### src/rtl/uart_pkg.sv
// Shared UART definitions: FSM state encoding, data width, default timing.
// Used by both the receive and transmit halves of the console UART.
package uart_pkg;

  localparam int DATA_W     = 8;
  localparam int CLK_HZ_DEF = 10_000_000;
  localparam int BAUD_DEF   = 115_200;

  localparam logic [2:0] S_IDLE   = 3'd0;
  localparam logic [2:0] S_START  = 3'd1;
  localparam logic [2:0] S_DATA   = 3'd2;
  localparam logic [2:0] S_PARITY = 3'd3;
  localparam logic [2:0] S_STOP   = 3'd4;

endpackage

### src/rtl/uart_rx_sync2.sv
// sync2: two-flop synchronizer for an asynchronous input, reset to RST_VAL.
// Ports: clk, rst (sync, active high), d (async in), q (synchronized out).
module sync2 #(
  parameter logic RST_VAL = 1'b1
) (
  input  logic clk,
  input  logic rst,
  input  logic d,
  output logic q
);

  logic meta;

  always_ff @(posedge clk) begin
    if (rst) begin
      meta <= RST_VAL;
      q    <= RST_VAL;
    end else begin
      meta <= d;
      q    <= meta;
    end
  end

endmodule

### src/rtl/uart_rx.sv
// uart_rx: 8N1 serial receiver with mid-bit sampling and a one-entry
// holding register (VALID/ACK). Ports: CLK, RST (sync, active high),
// RX (async line), DATA, VALID, ACK, FERR, OVR, BUSY; PERR and the ODD
// parameter exist only when UART_RX_PARITY_EN is defined.
module uart_rx
  import uart_pkg::*;
#(
  parameter int CLK_HZ       = CLK_HZ_DEF,
  parameter int BAUD         = BAUD_DEF,
  parameter int CLKS_PER_BIT = CLK_HZ / BAUD,
  parameter int HALF_BIT     = CLKS_PER_BIT / 2
`ifdef UART_RX_PARITY_EN
  ,
  parameter bit ODD          = 1'b0
`endif
) (
  input  logic              CLK,
  input  logic              RST,
  input  logic              RX,
  output logic [DATA_W-1:0] DATA,
  output logic              VALID,
  input  logic              ACK,
  output logic              FERR,
  output logic              OVR,
`ifdef UART_RX_PARITY_EN
  output logic              PERR,
`endif
  output logic              BUSY
);

  localparam int CNT_W = $clog2(CLKS_PER_BIT + 1);
  localparam logic [CNT_W-1:0] BIT_END  = CNT_W'(CLKS_PER_BIT - 1);
  localparam logic [CNT_W-1:0] HALF_END = CNT_W'(HALF_BIT - 1);

`ifdef UART_RX_PARITY_EN
  localparam logic [2:0] S_AFTER_DATA = S_PARITY;
`else
  localparam logic [2:0] S_AFTER_DATA = S_STOP;
`endif

  logic              rxs;
  logic [2:0]        state;
  logic [CNT_W-1:0]  cnt;
  logic [2:0]        idx;
  logic [DATA_W-1:0] sh;
  logic              brk;
  logic              bit_end;
  logic              commit;
`ifdef UART_RX_PARITY_EN
  logic              par;
`endif

  sync2 #(.RST_VAL(1'b1)) u_sync (
    .clk (CLK),
    .rst (RST),
    .d   (RX),
    .q   (rxs)
  );

  assign bit_end = (cnt == BIT_END);
  assign commit  = (state == S_STOP) && bit_end;
  assign BUSY    = (state != S_IDLE);

  always_ff @(posedge CLK) begin
    if (RST) begin
      state <= S_IDLE;
      cnt   <= '0;
      idx   <= '0;
      sh    <= '0;
      brk   <= 1'b0;
`ifdef UART_RX_PARITY_EN
      par   <= 1'b0;
`endif
    end else begin
      unique case (state)
        S_IDLE: begin
          cnt <= '0;
          // After a framing error the line may still be in break;
          // wait for it to go high so the low level is not a new start.
          if (brk) begin
            if (rxs) brk <= 1'b0;
          end else if (!rxs) begin
            state <= S_START;
          end
        end
        S_START: begin
          if (cnt == HALF_END) begin
            cnt   <= '0;
            idx   <= '0;
            state <= rxs ? S_IDLE : S_DATA;
          end else begin
            cnt <= cnt + 1'b1;
          end
        end
        S_DATA: begin
          if (bit_end) begin
            cnt     <= '0;
            sh[idx] <= rxs;
            if (idx == 3'd7) state <= S_AFTER_DATA;
            else             idx   <= idx + 1'b1;
          end else begin
            cnt <= cnt + 1'b1;
          end
        end
`ifdef UART_RX_PARITY_EN
        S_PARITY: begin
          if (bit_end) begin
            cnt   <= '0;
            par   <= rxs;
            state <= S_STOP;
          end else begin
            cnt <= cnt + 1'b1;
          end
        end
`endif
        S_STOP: begin
          if (bit_end) begin
            cnt   <= '0;
            brk   <= ~rxs;
            state <= S_IDLE;
          end else begin
            cnt <= cnt + 1'b1;
          end
        end
        default: begin
          cnt   <= '0;
          state <= S_IDLE;
        end
      endcase
    end
  end

  // A commit always wins over ACK; a simultaneous ACK just consumes
  // the old byte, so overrun is only flagged when nobody took it.
  always_ff @(posedge CLK) begin
    if (RST) begin
      DATA  <= '0;
      VALID <= 1'b0;
      FERR  <= 1'b0;
      OVR   <= 1'b0;
`ifdef UART_RX_PARITY_EN
      PERR  <= 1'b0;
`endif
    end else if (commit) begin
      DATA  <= sh;
      VALID <= 1'b1;
      FERR  <= ~rxs;
      OVR   <= VALID & ~ACK;
`ifdef UART_RX_PARITY_EN
      PERR  <= par ^ (^sh) ^ ODD;
`endif
    end else if (ACK && VALID) begin
      VALID <= 1'b0;
      FERR  <= 1'b0;
      OVR   <= 1'b0;
`ifdef UART_RX_PARITY_EN
      PERR  <= 1'b0;
`endif
    end
  end

endmodule

### config.mk
export PLATFORM = sky130hd
export DESIGN_NAME = uart_rx
export DESIGN_NICKNAME = d
export VERILOG_FILES = /design/src/rtl/uart_pkg.sv /design/src/rtl/uart_rx_sync2.sv /design/src/rtl/uart_rx.sv
export SDC_FILE = /design/constraint.sdc
export NUM_CORES = 1
export LEC_CHECK = 0
export ABC_AREA = 1
export CAP_MARGIN = 20
export CELL_PAD_IN_SITES_DETAIL_PLACEMENT = 0
export CELL_PAD_IN_SITES_GLOBAL_PLACEMENT = 1
export CORE_ASPECT_RATIO = 1.1
export CORE_MARGIN = 4
export CORE_UTILIZATION = 40
export CTS_CLUSTER_DIAMETER = 50
export DETAILED_ROUTE_END_ITERATION = 8
export PLACE_DENSITY = 0.83
export SKIP_CTS_REPAIR_TIMING = 1
export SKIP_LAST_GASP = 1
export SLEW_MARGIN = 15
export SYNTH_ARGS = -nofsm -noshare
export SYNTH_HDL_FRONTEND = slang
export SYNTH_SLANG_ARGS = --single-unit
### constraint.sdc
create_clock -name CLK -period 3.2 [get_ports CLK]
set_input_delay 0.64 -clock CLK [delete_from_list [all_inputs] [get_ports CLK]]
set_output_delay 0.64 -clock CLK [all_outputs]
set_load 0.02 [all_outputs]
# --- Word-level counts from Yosys, hierarchy flattened ---
# Cells that the tools add are included.
op_classes:
  n_addsub: 2
  order_cmp: 2
  n_eq_ne: 13
  n_mux: 26
  n_bitwise: 3
  reduce_logical: 13
ops:
  columns: ["operator", "count"]
  rows:
  - ["$mux 3", 9]
  - ["$mux 7", 2]
  - ["$ne 2x2->1 const B", 7]
  - ["$pmux 7 s2", 1]
  - ["$pmux 3 s4", 1]
  - ["$bwmux 8", 1]
  - ["$mux 1", 8]
  - ["$add 7x1->7 const B", 1]
  - ["$eq 7x6->1 const B", 1]
  - ["$eq 7x7->1 const B", 1]
  - ["$eq 3x3->1 const B", 2]
  - ["$pmux 3 s2", 1]
  - ["$reduce_and 6->1", 1]
  - ["$reduce_bool 2->1", 3]
  - ["$lt 3x4->1 const B", 1]
  - ["$reduce_and 2->1", 2]
  - ["$reduce_and 4->1", 1]
  - ["$add 3x1->3 const B", 1]
  - ["$demux 1 s3", 1]
  - ["$eq 3x1->1 const B", 1]
  - ["$eq 3x2->1 const B", 1]
  - ["$ge 3x1->1 const B", 1]
  - ["$logic_and 1x1->1", 3]
  - ["$logic_not 3->1", 1]
  - ["other kinds (6)", 7]
word_totals:
  register_bits: 35
  inputBits: 4
  elab_cells: 70

# --- Logic depth before layout (Yosys ltp) ---
# Gate-level depths: netlist (run 1).
logic_depth:
  word_depth: 5
  ltp_mapped: 12
  depth_no_buf: 12

# --- Modules after synthesis ---
# A second synthesis (run 1) with hierarchy kept.
unflattened:
  cells_unflattened: 214
  area_unflattened_um2: 1615.3
modules_own_cells:
  columns: ["module", "n_inst", "cells_per_inst", "area_per_inst_um2", "seq_area_each_um2"]
  rows:
  - ["uart_rx", 1, 207, 1556.5, 660.6]
  - ["sync2", 1, 7, 58.8, 40.0]

# --- Least setup slack after synthesis (run 1) ---
# Ideal clock, no wire load.
synth_timing:
  kind: "register -> register"
  from: "reg cnt[0]"
  to: "reg sh[5]"
  setup_ps: 132
  arrival_ps: 1202
  setup_slack_ps: 1866
  stages_incl_launch_ff: 10
  synth_period_minus_slack_ps: 1334
  path_cell_list: "dfxtp_1 -> ha_1 -> nand2_1 -> inv_1 -> nand3_4 -> nor2_4 -> buf_6 -> nand3_1 -> nand2_1 -> a21oi_1"
synth_between:
  elab_chain_len: 2
synth_lines:
  columns: ["element", "line_no", "rtl"]
  rows:
  - ["start, declared", "uart_rx.sv:43", "logic [CNT_W-1:0] cnt;"]
  - ["start signal, assigned", "uart_rx.sv:92", "cnt <= cnt + 1'b1;"]
  - ["start signal, assigned", "uart_rx.sv:102", "cnt <= cnt + 1'b1;"]
  - ["start signal, assigned", "uart_rx.sv:122", "cnt <= cnt + 1'b1;"]
  - ["$eq 7x7->1", "uart_rx.sv:60", "assign bit_end = (cnt == BIT_END);"]
  - ["$reduce_and 2->1 (no line)", null, null]
  - ["end signal, assigned by index", "uart_rx.sv:98", "sh[idx] <= rxs;"]
  - ["end, declared", "uart_rx.sv:45", "logic [DATA_W-1:0] sh;"]
# No other way between the ends.
# A chain may end at the register's enable or synchronous reset.

# --- Worst setup path in the final report (run 1) ---
layout_timing:
  from: "reg state[1]"
  to: "out BUSY"
layout_between:
  elab_chain_len: 1
layout_lines:
  columns: ["element", "line_no", "rtl"]
  rows:
  - ["start, declared", "uart_rx.sv:42", "logic [2:0] state;"]
  - ["start signal, assigned", "uart_rx.sv:90", "state <= rxs ? S_IDLE : S_DATA;"]
  - ["$reduce_bool 3->1", "uart_rx.sv:62", "assign BUSY = (state != S_IDLE);"]
  - ["end, declared", "uart_rx.sv:28", "output logic BUSY"]
# No other way between the ends.

==> summary.md, run 1 <==
| Metric | Value |
|---|---|
| Synth Flop Type | dfxtp_1 |
| Critical path endpoint category | output pin |
| Row cnt | 23 |
| Relative slew slack | 0.608 |
| P_leak | 0.732 nW |
| Starting density of the core | 0.429 |
| Synth Register Bits | 35 |
| Drc violations | 0 |
| Critical Path RT | 2.56 ns |
| Slew @ Worst Pin | 0.583 ns |
| Slew Limit Fails | 0 |
| Outcome | finished clean |
| RSZ-0062 raised after global routing | false |
| Setup tns final | 0 ns |
| Post-synthesis cell count | 215 |
| Vias in the first global route | 1191 |
| Period utilization | 0.686 |
| Die width | 68.6 um |
| Nets@finish | roughly 240 |
| Detailed Route WL | about 3300 um |
| Worst-skew pair later-pin latency | 0.28 ns |
| Most frequent cells after synthesis | 36 x nor2_1, 35 x dfxtp_1, 32 x nand2_1 |
| Post-Syn Area per Cell | 7.52 um^2 |
| First-pass GRT wire length | 5630 um |
| Register area share after synthesis | 0.433 |
| CTS tree | yes |
| Total CTS buffers | 5 |
| DR vias | 1374 |
| Tot Pwr | 1.18 mW |
| Chip Height | between 70 and 80 um |
| FFs w/ async S/R, synth | 0 |
| Most common cell in the netlist | nor2_1 |
| Met3 routed wirelength | 135 um |
| Period minus WS final | 2.19 ns |
| Top routing layer in use | met4 |
| Core ar. | 3770 um^2 |
| Antenna violations before repair | 0 |
| Pwr dens | 628 nW/um^2 |
| Critical Path AT | 1.55 ns |
| Wire length on met1 | 1610 um |
| VDD IR max | 357 uV |
| Layout cell share with drive strength beyond 1 | 0.107 |
| CP Launch Type | flop |
| Mapped Area | 1620 um^2 |
| Pre-Repair DR Iteration Count | 5 |
| Internal reg-to-reg setup slack | 1.30 ns |
| Detailed Place HPWL | 2310 um |
| Wire length on met2 | 1480 um |
| Ant. Diodes | 0 |
| Vias/cell | between 4 and 5 |
| Routability congestion estimate from global placement | between 0.7 and 0.8 |
| # port buffers | 15 |
| CTS root buf | clkbuf_8 |
| Area growth syn-to-layout | 16.2% |
| Die Footprint | 5130 um^2 |
| Clock Sinks | 35 |
| Final setup viols | 0 |
| Filler Cell Count | between 300 and 400 |
| Final hold vios | 0 |
| CP max FO | 6 |
| Yosys top cell area share | 0.433 |
| Cell variety after synth | 28 |
| YS warnings | 0 |
| Min-Delay Path Class | flop to flop |
| H-tree depth | 2 |
| Routed Antenna Nets | 0 |
| Global route overflow | 0 |
| Clock-pin slew on the worst setup and hold paths | about 0.06 ns |
| Largest net degree at the start of global routing | 17 |
| Area contributors post-synth | dfxtp_1 43%, nor2_1 8.4%, nand2_1 7.4% |
| Max Cap Violations | 0 |
| Setup Skew | 0.00662 ns |
| Post-synth EDFFs | 0 |
| IO Count | 16 |
| Max Freq | between 0.4 and 0.5 GHz |
| Leading area contributor after synthesis | dfxtp_1 |
| Crit Path Category | flop to output pin |
| DRT iter0 DRCs | between 70 and 80 |
| GRT Resource Usage Total | 0.148 |
| Syn_nets | roughly 220 |
| CTS Buffer Depth | 2 |
| Detailed-route wire length per cell | 11.6 um |
==> area by class of cell <==
cell class | count | area (um^2) | area share
clock buffer | 7 | 76.3 | 0.0406
clock inverter | 1 | 5.00 | 0.00266
inverter | 25 | 96.3 | 0.0513
multi-input combinational | 149 | 781 | 0.415
sequential | 35 | 701 | 0.373
tap | 50 | 62.6 | 0.0333
timing repair buffer | 16 | 158 | 0.0839
==> cell usage in the layout, fill, tap and decap left out, types with 5 or more instances in the layout <==
master,instances
dfxtp_1,35
nand3_1,20
nand4_1,8
clkbuf_8,5
inv_1,19
clkdlybuf4s50_1,15
ha_1,5
nor2_1,36
o21ai_0,9
nand2_1,32
a21oi_1,15
==> path summary, 6_finish.rpt <==
path | startpoint | end | cells past startpoint
worst max register to register | cnt[0] | brk | 8
worst min-delay path | u_sync.meta | u_sync.q | 1
worst min register to register | u_sync.meta | u_sync.q | 1
worst max-delay path | state[1] | BUSY | 3
==> state kept, by name, indices dropped and copies added (netlist names) <==
name	flops
VALID	1
u_sync.q	1
brk	1
FERR	1
cnt	7
DATA	8
u_sync.meta	1
sh	8
state	3
idx	3
OVR	1
==> cell families after synthesis <==
logic type,synth area share
xor gates and xnor gates,0.0271
DFF,0.433
adders and majority gates,0.0387
buffers and inverters,0.0843
AOI/OAI and AO/OA,0.0897
and+or+nand+nor,0.327
==> power by group <==
part / leakage [nW] / switching, mW / internal, mW
clock: 0.0422 / 0.149 / 0.153
combinational: 0.406 / 0.237 / 0.121
sequential: 0.283 / 0.0495 / 0.472
==> through the flow <==
| stage | std cells | util | hold WS [ns] | setup WS (ns) | cell area [um^2] |
|---|---|---|---|---|---|
| finish | 283 | 0.499 | 0.424 | 1.01 | 1880 |
| global route | 283 | 0.499 | 0.441 | 0.918 | 1880 |
| CTS | 283 | 0.499 | 0.422 | 1.00 | 1880 |
| detailed placement | 275 | 0.477 | 0.404 | 1.23 | 1800 |
| global placement | 275 | 0.477 | 0.395 | 1.24 | 1800 |
| floorplan | 215 | - | 0.389 | 1.87 | 1620 |
==> metal layers <==
layer  up-vias  global-route usage
li1        726                   -
met1       611               0.204
met2        32               0.212
met3         5              0.0507
met4         0              0.0596
met5         -                   0
==> worst max-delay path, stage by stage, from the launching register on <==
cell             delay [ns]
dfxtp_1                0.41
inv_1                  0.10
nand2_1                0.14
clkdlybuf4s50_1        0.63
(Power assumes the default switching activity.)
==> inputs of run 2 (changes only) <==
--- a/config.mk
+++ b/config.mk
@@ -11,10 +11,10 @@
 export CELL_PAD_IN_SITES_GLOBAL_PLACEMENT = 1
 export CORE_ASPECT_RATIO = 1.1
 export CORE_MARGIN = 4
-export CORE_UTILIZATION = 40
+export CORE_UTILIZATION = 37
 export CTS_CLUSTER_DIAMETER = 50
 export DETAILED_ROUTE_END_ITERATION = 8
-export PLACE_DENSITY = 0.83
+export PLACE_DENSITY = 0.81
 export SKIP_CTS_REPAIR_TIMING = 1
 export SKIP_LAST_GASP = 1
 export SLEW_MARGIN = 15
==> constraint.sdc (replaced) <==
create_clock -name CLK -period 1.8 [get_ports CLK]
set_input_delay 0.36 -clock CLK [delete_from_list [all_inputs] [get_ports CLK]]
set_output_delay 0.36 -clock CLK [all_outputs]
set_load 0.02 [all_outputs]
==> run 2 against run 1 <==
Against the previous run:
- highest routed layer unchanged
- sequential power up 75%
- critical path depth is 2 lower
- sequential cell count unchanged
- count of clock-buffer cells in the layout decreased by 2
- hold slack got worse by 0.0037 ns
- via count grew 1.2%
- final area up 3.5%
- largest power group unchanged
- register-to-register slack worse by 1.0 ns
- core utilization fell by 2.2 points
- final cell count is 2.1% higher
==> summary.md, run 2 (same netlist as run 1, synthesis figures left out) <==
| Metric | Value |
|---|---|
| Outcome | finished clean |
| # port buffers | 15 |
| CTS Buffer Depth | 2 |
| Clock Sinks | 35 |
| Nets@finish | ~250 |
| CP max FO | 4 |
| RSZ-0062 raised after global routing | false |
| Biggest regs | DATA (8), sh (8), cnt (7) |
| IO Count | 16 |
| Critical Path RT | roughly 1.4 ns |
| Most common cell after layout, fill and taps aside | nor2_1 |
| Max Freq | just over 0.6 GHz |
| Period minus WS final | 1.66 ns |
| Max incr delay on CP | around 0.62 ns |
| WHS | 0.420 ns |
| Die width | 71.0 um |
| Worst-case reg-to-reg path depth | 10 |
| Filler Cell Count | 433 |
| Crit Path Category | flop to output pin |
| Detailed Route WL | about 3400 um |
| GRT Resource Usage Total | 0.133 |
| Final setup viols | 0 |
| Worst reg2reg startpoint | cnt[1] |
| Total CTS buffers | 5 |
| Drc violations | 0 |
| HP Start | u_sync.meta |
| Core ar. | 4080 um^2 |
| Dpl cell area | 1830 um^2 |
| Max Cap Violations | 0 |
| VDD IR max | 588 uV |
| Hold Path End | u_sync.q |
| Setup Skew | 0.00967 ns |
| CP max stage cell | clkdlybuf4s50_1 |
| Detailed-route wire length per cell | between 10 and 15 um |
| Tot Pwr | 2.28 mW |
| CP Launch Point | VALID |
| P_leak | about 0.8 nW |
| Die Footprint | 5500 um^2 |
| Cells after DPL | between 200 and 300 |
| Ant. Diodes | 0 |
| Chip Height | 77.4 um |
| Routability congestion estimate from global placement | 0.804 |
| Worst Path Buf+Inv | 1 |
| Worst-skew pair later-pin latency | 0.30 ns |
| Area growth syn-to-layout | 20.3% |
| Vias/cell | 4.81 |
| Cell Count, Final, Fillers Out | 289 |
| Detailed Place HPWL | between 2000 and 2500 um |
| Critical path cell sequence | clkdlybuf4s50_1 |
| CP Launch Type | flop |
| Design area | 1950 um^2 |
| Reg2reg end | FERR |
| Pre-Repair DR Iteration Count | 4 |
| Antenna violations before repair | 0 |
| CTS root buf | clkbuf_8 |
| CTS tree | yes |
| Final hold vios | 0 |
| Slew Limit Fails | 0 |
| Pwr dens | 1170 nW/um^2 |
| Routed Antenna Nets | 0 |
| Starting density of the core | 0.396 |
| Min-Delay Path Class | flop to flop |
| Largest net degree at the start of global routing | 17 |
| Largest delay share family, worst path | buffers and inverters |
| Hold path depth | 1 |
| H-tree depth | 2 |
| Period utilization | 0.921 |
| First-pass GRT wire length | 5740 um |
| Clock-pin slew on the worst setup and hold paths | 0.07 ns |
| Row cnt | 24 |
| Global route overflow | 0 |
| Relative slew slack | 0.634 |
| Slew @ Worst Pin | 0.544 ns |
| DRT iter0 DRCs | 44 |
| Commonest cells after routing, fill and taps aside | 36 x nor2_1, 35 x dfxtp_1, 32 x nand2_1 |
| Internal reg-to-reg setup slack | 0.30 ns |
| Post-layout util | 0.476 |
| Vias in the first global route | around 1300 |
| DR vias | between 1000 and 1500 |
| Critical path endpoint category | output pin |
| Critical Path AT | 1.30 ns |
| Layout cell share with drive strength beyond 1 | 0.131 |
-- run 2: how the worst max path moves through the flow --
stage          endpoint  cells after the start
2_1_floorplan     sh[5]                      9
3_3_place_gp       BUSY                      3
3_5_place_dp       BUSY                      3
4_1_cts            BUSY                      3
5_1_grt           VALID                      1
6_report          VALID                      1
-- run 2: metal layers --
| layer | routed length (um) | GRT usage | share of wire | up-vias |
|---|---|---|---|---|
| met5 | 0 | 0 | 0 | - |
| met4 | 82 | 0.0677 | 0.024 | 0 |
| met3 | 106 | 0.0413 | 0.031 | 7 |
| met2 | 1690 | 0.235 | 0.50 | 11 |
| met1 | 1530 | 0.141 | 0.45 | 632 |
| li1 | - | - | - | 740 |
-- run 2: report_power, final --
group | internal [mW] | total [mW] | switching [mW]
clock network | 0.412 | 0.716 | 0.304
registers | 0.838 | 0.912 | 0.0738
logic | 0.219 | 0.651 | 0.433
total | 1.47 | 2.28 | 0.810
-- run 2: final cells by class --
type                            instances  area, um^2  share of cell area
Clock buffer                            5        68.8              0.0354
Clock inverter                          3        43.8              0.0225
Inverter                               25        96.3              0.0495
Multi-Input combinational cell        149         781               0.401
Sequential cell                        35         701               0.360
Tap cell                               52        65.1              0.0334
Timing Repair Buffer                   20         190              0.0977
-- run 2: stage by stage --
stage / setup slack, ns / TNS [ns]
2_1_floorplan: 0.466 / 0
3_3_place_gp: 0.263 / 0
3_5_place_dp: 0.245 / 0
4_1_cts: -0.0902 / -0.0902
5_1_grt: 0.0868 / 0
6_report: 0.143 / 0
==> inputs of run 3 (changes only) <==
--- a/config.mk
+++ b/config.mk
@@ -16,7 +16,6 @@
 export DETAILED_ROUTE_END_ITERATION = 8
 export PLACE_DENSITY = 0.81
 export SKIP_CTS_REPAIR_TIMING = 1
-export SKIP_LAST_GASP = 1
 export SLEW_MARGIN = 15
 export SYNTH_ARGS = -nofsm -noshare
 export SYNTH_HDL_FRONTEND = slang
==> results of run 3 <==
Same layout as run 2: the final DEF is identical, and so are final timing and power.
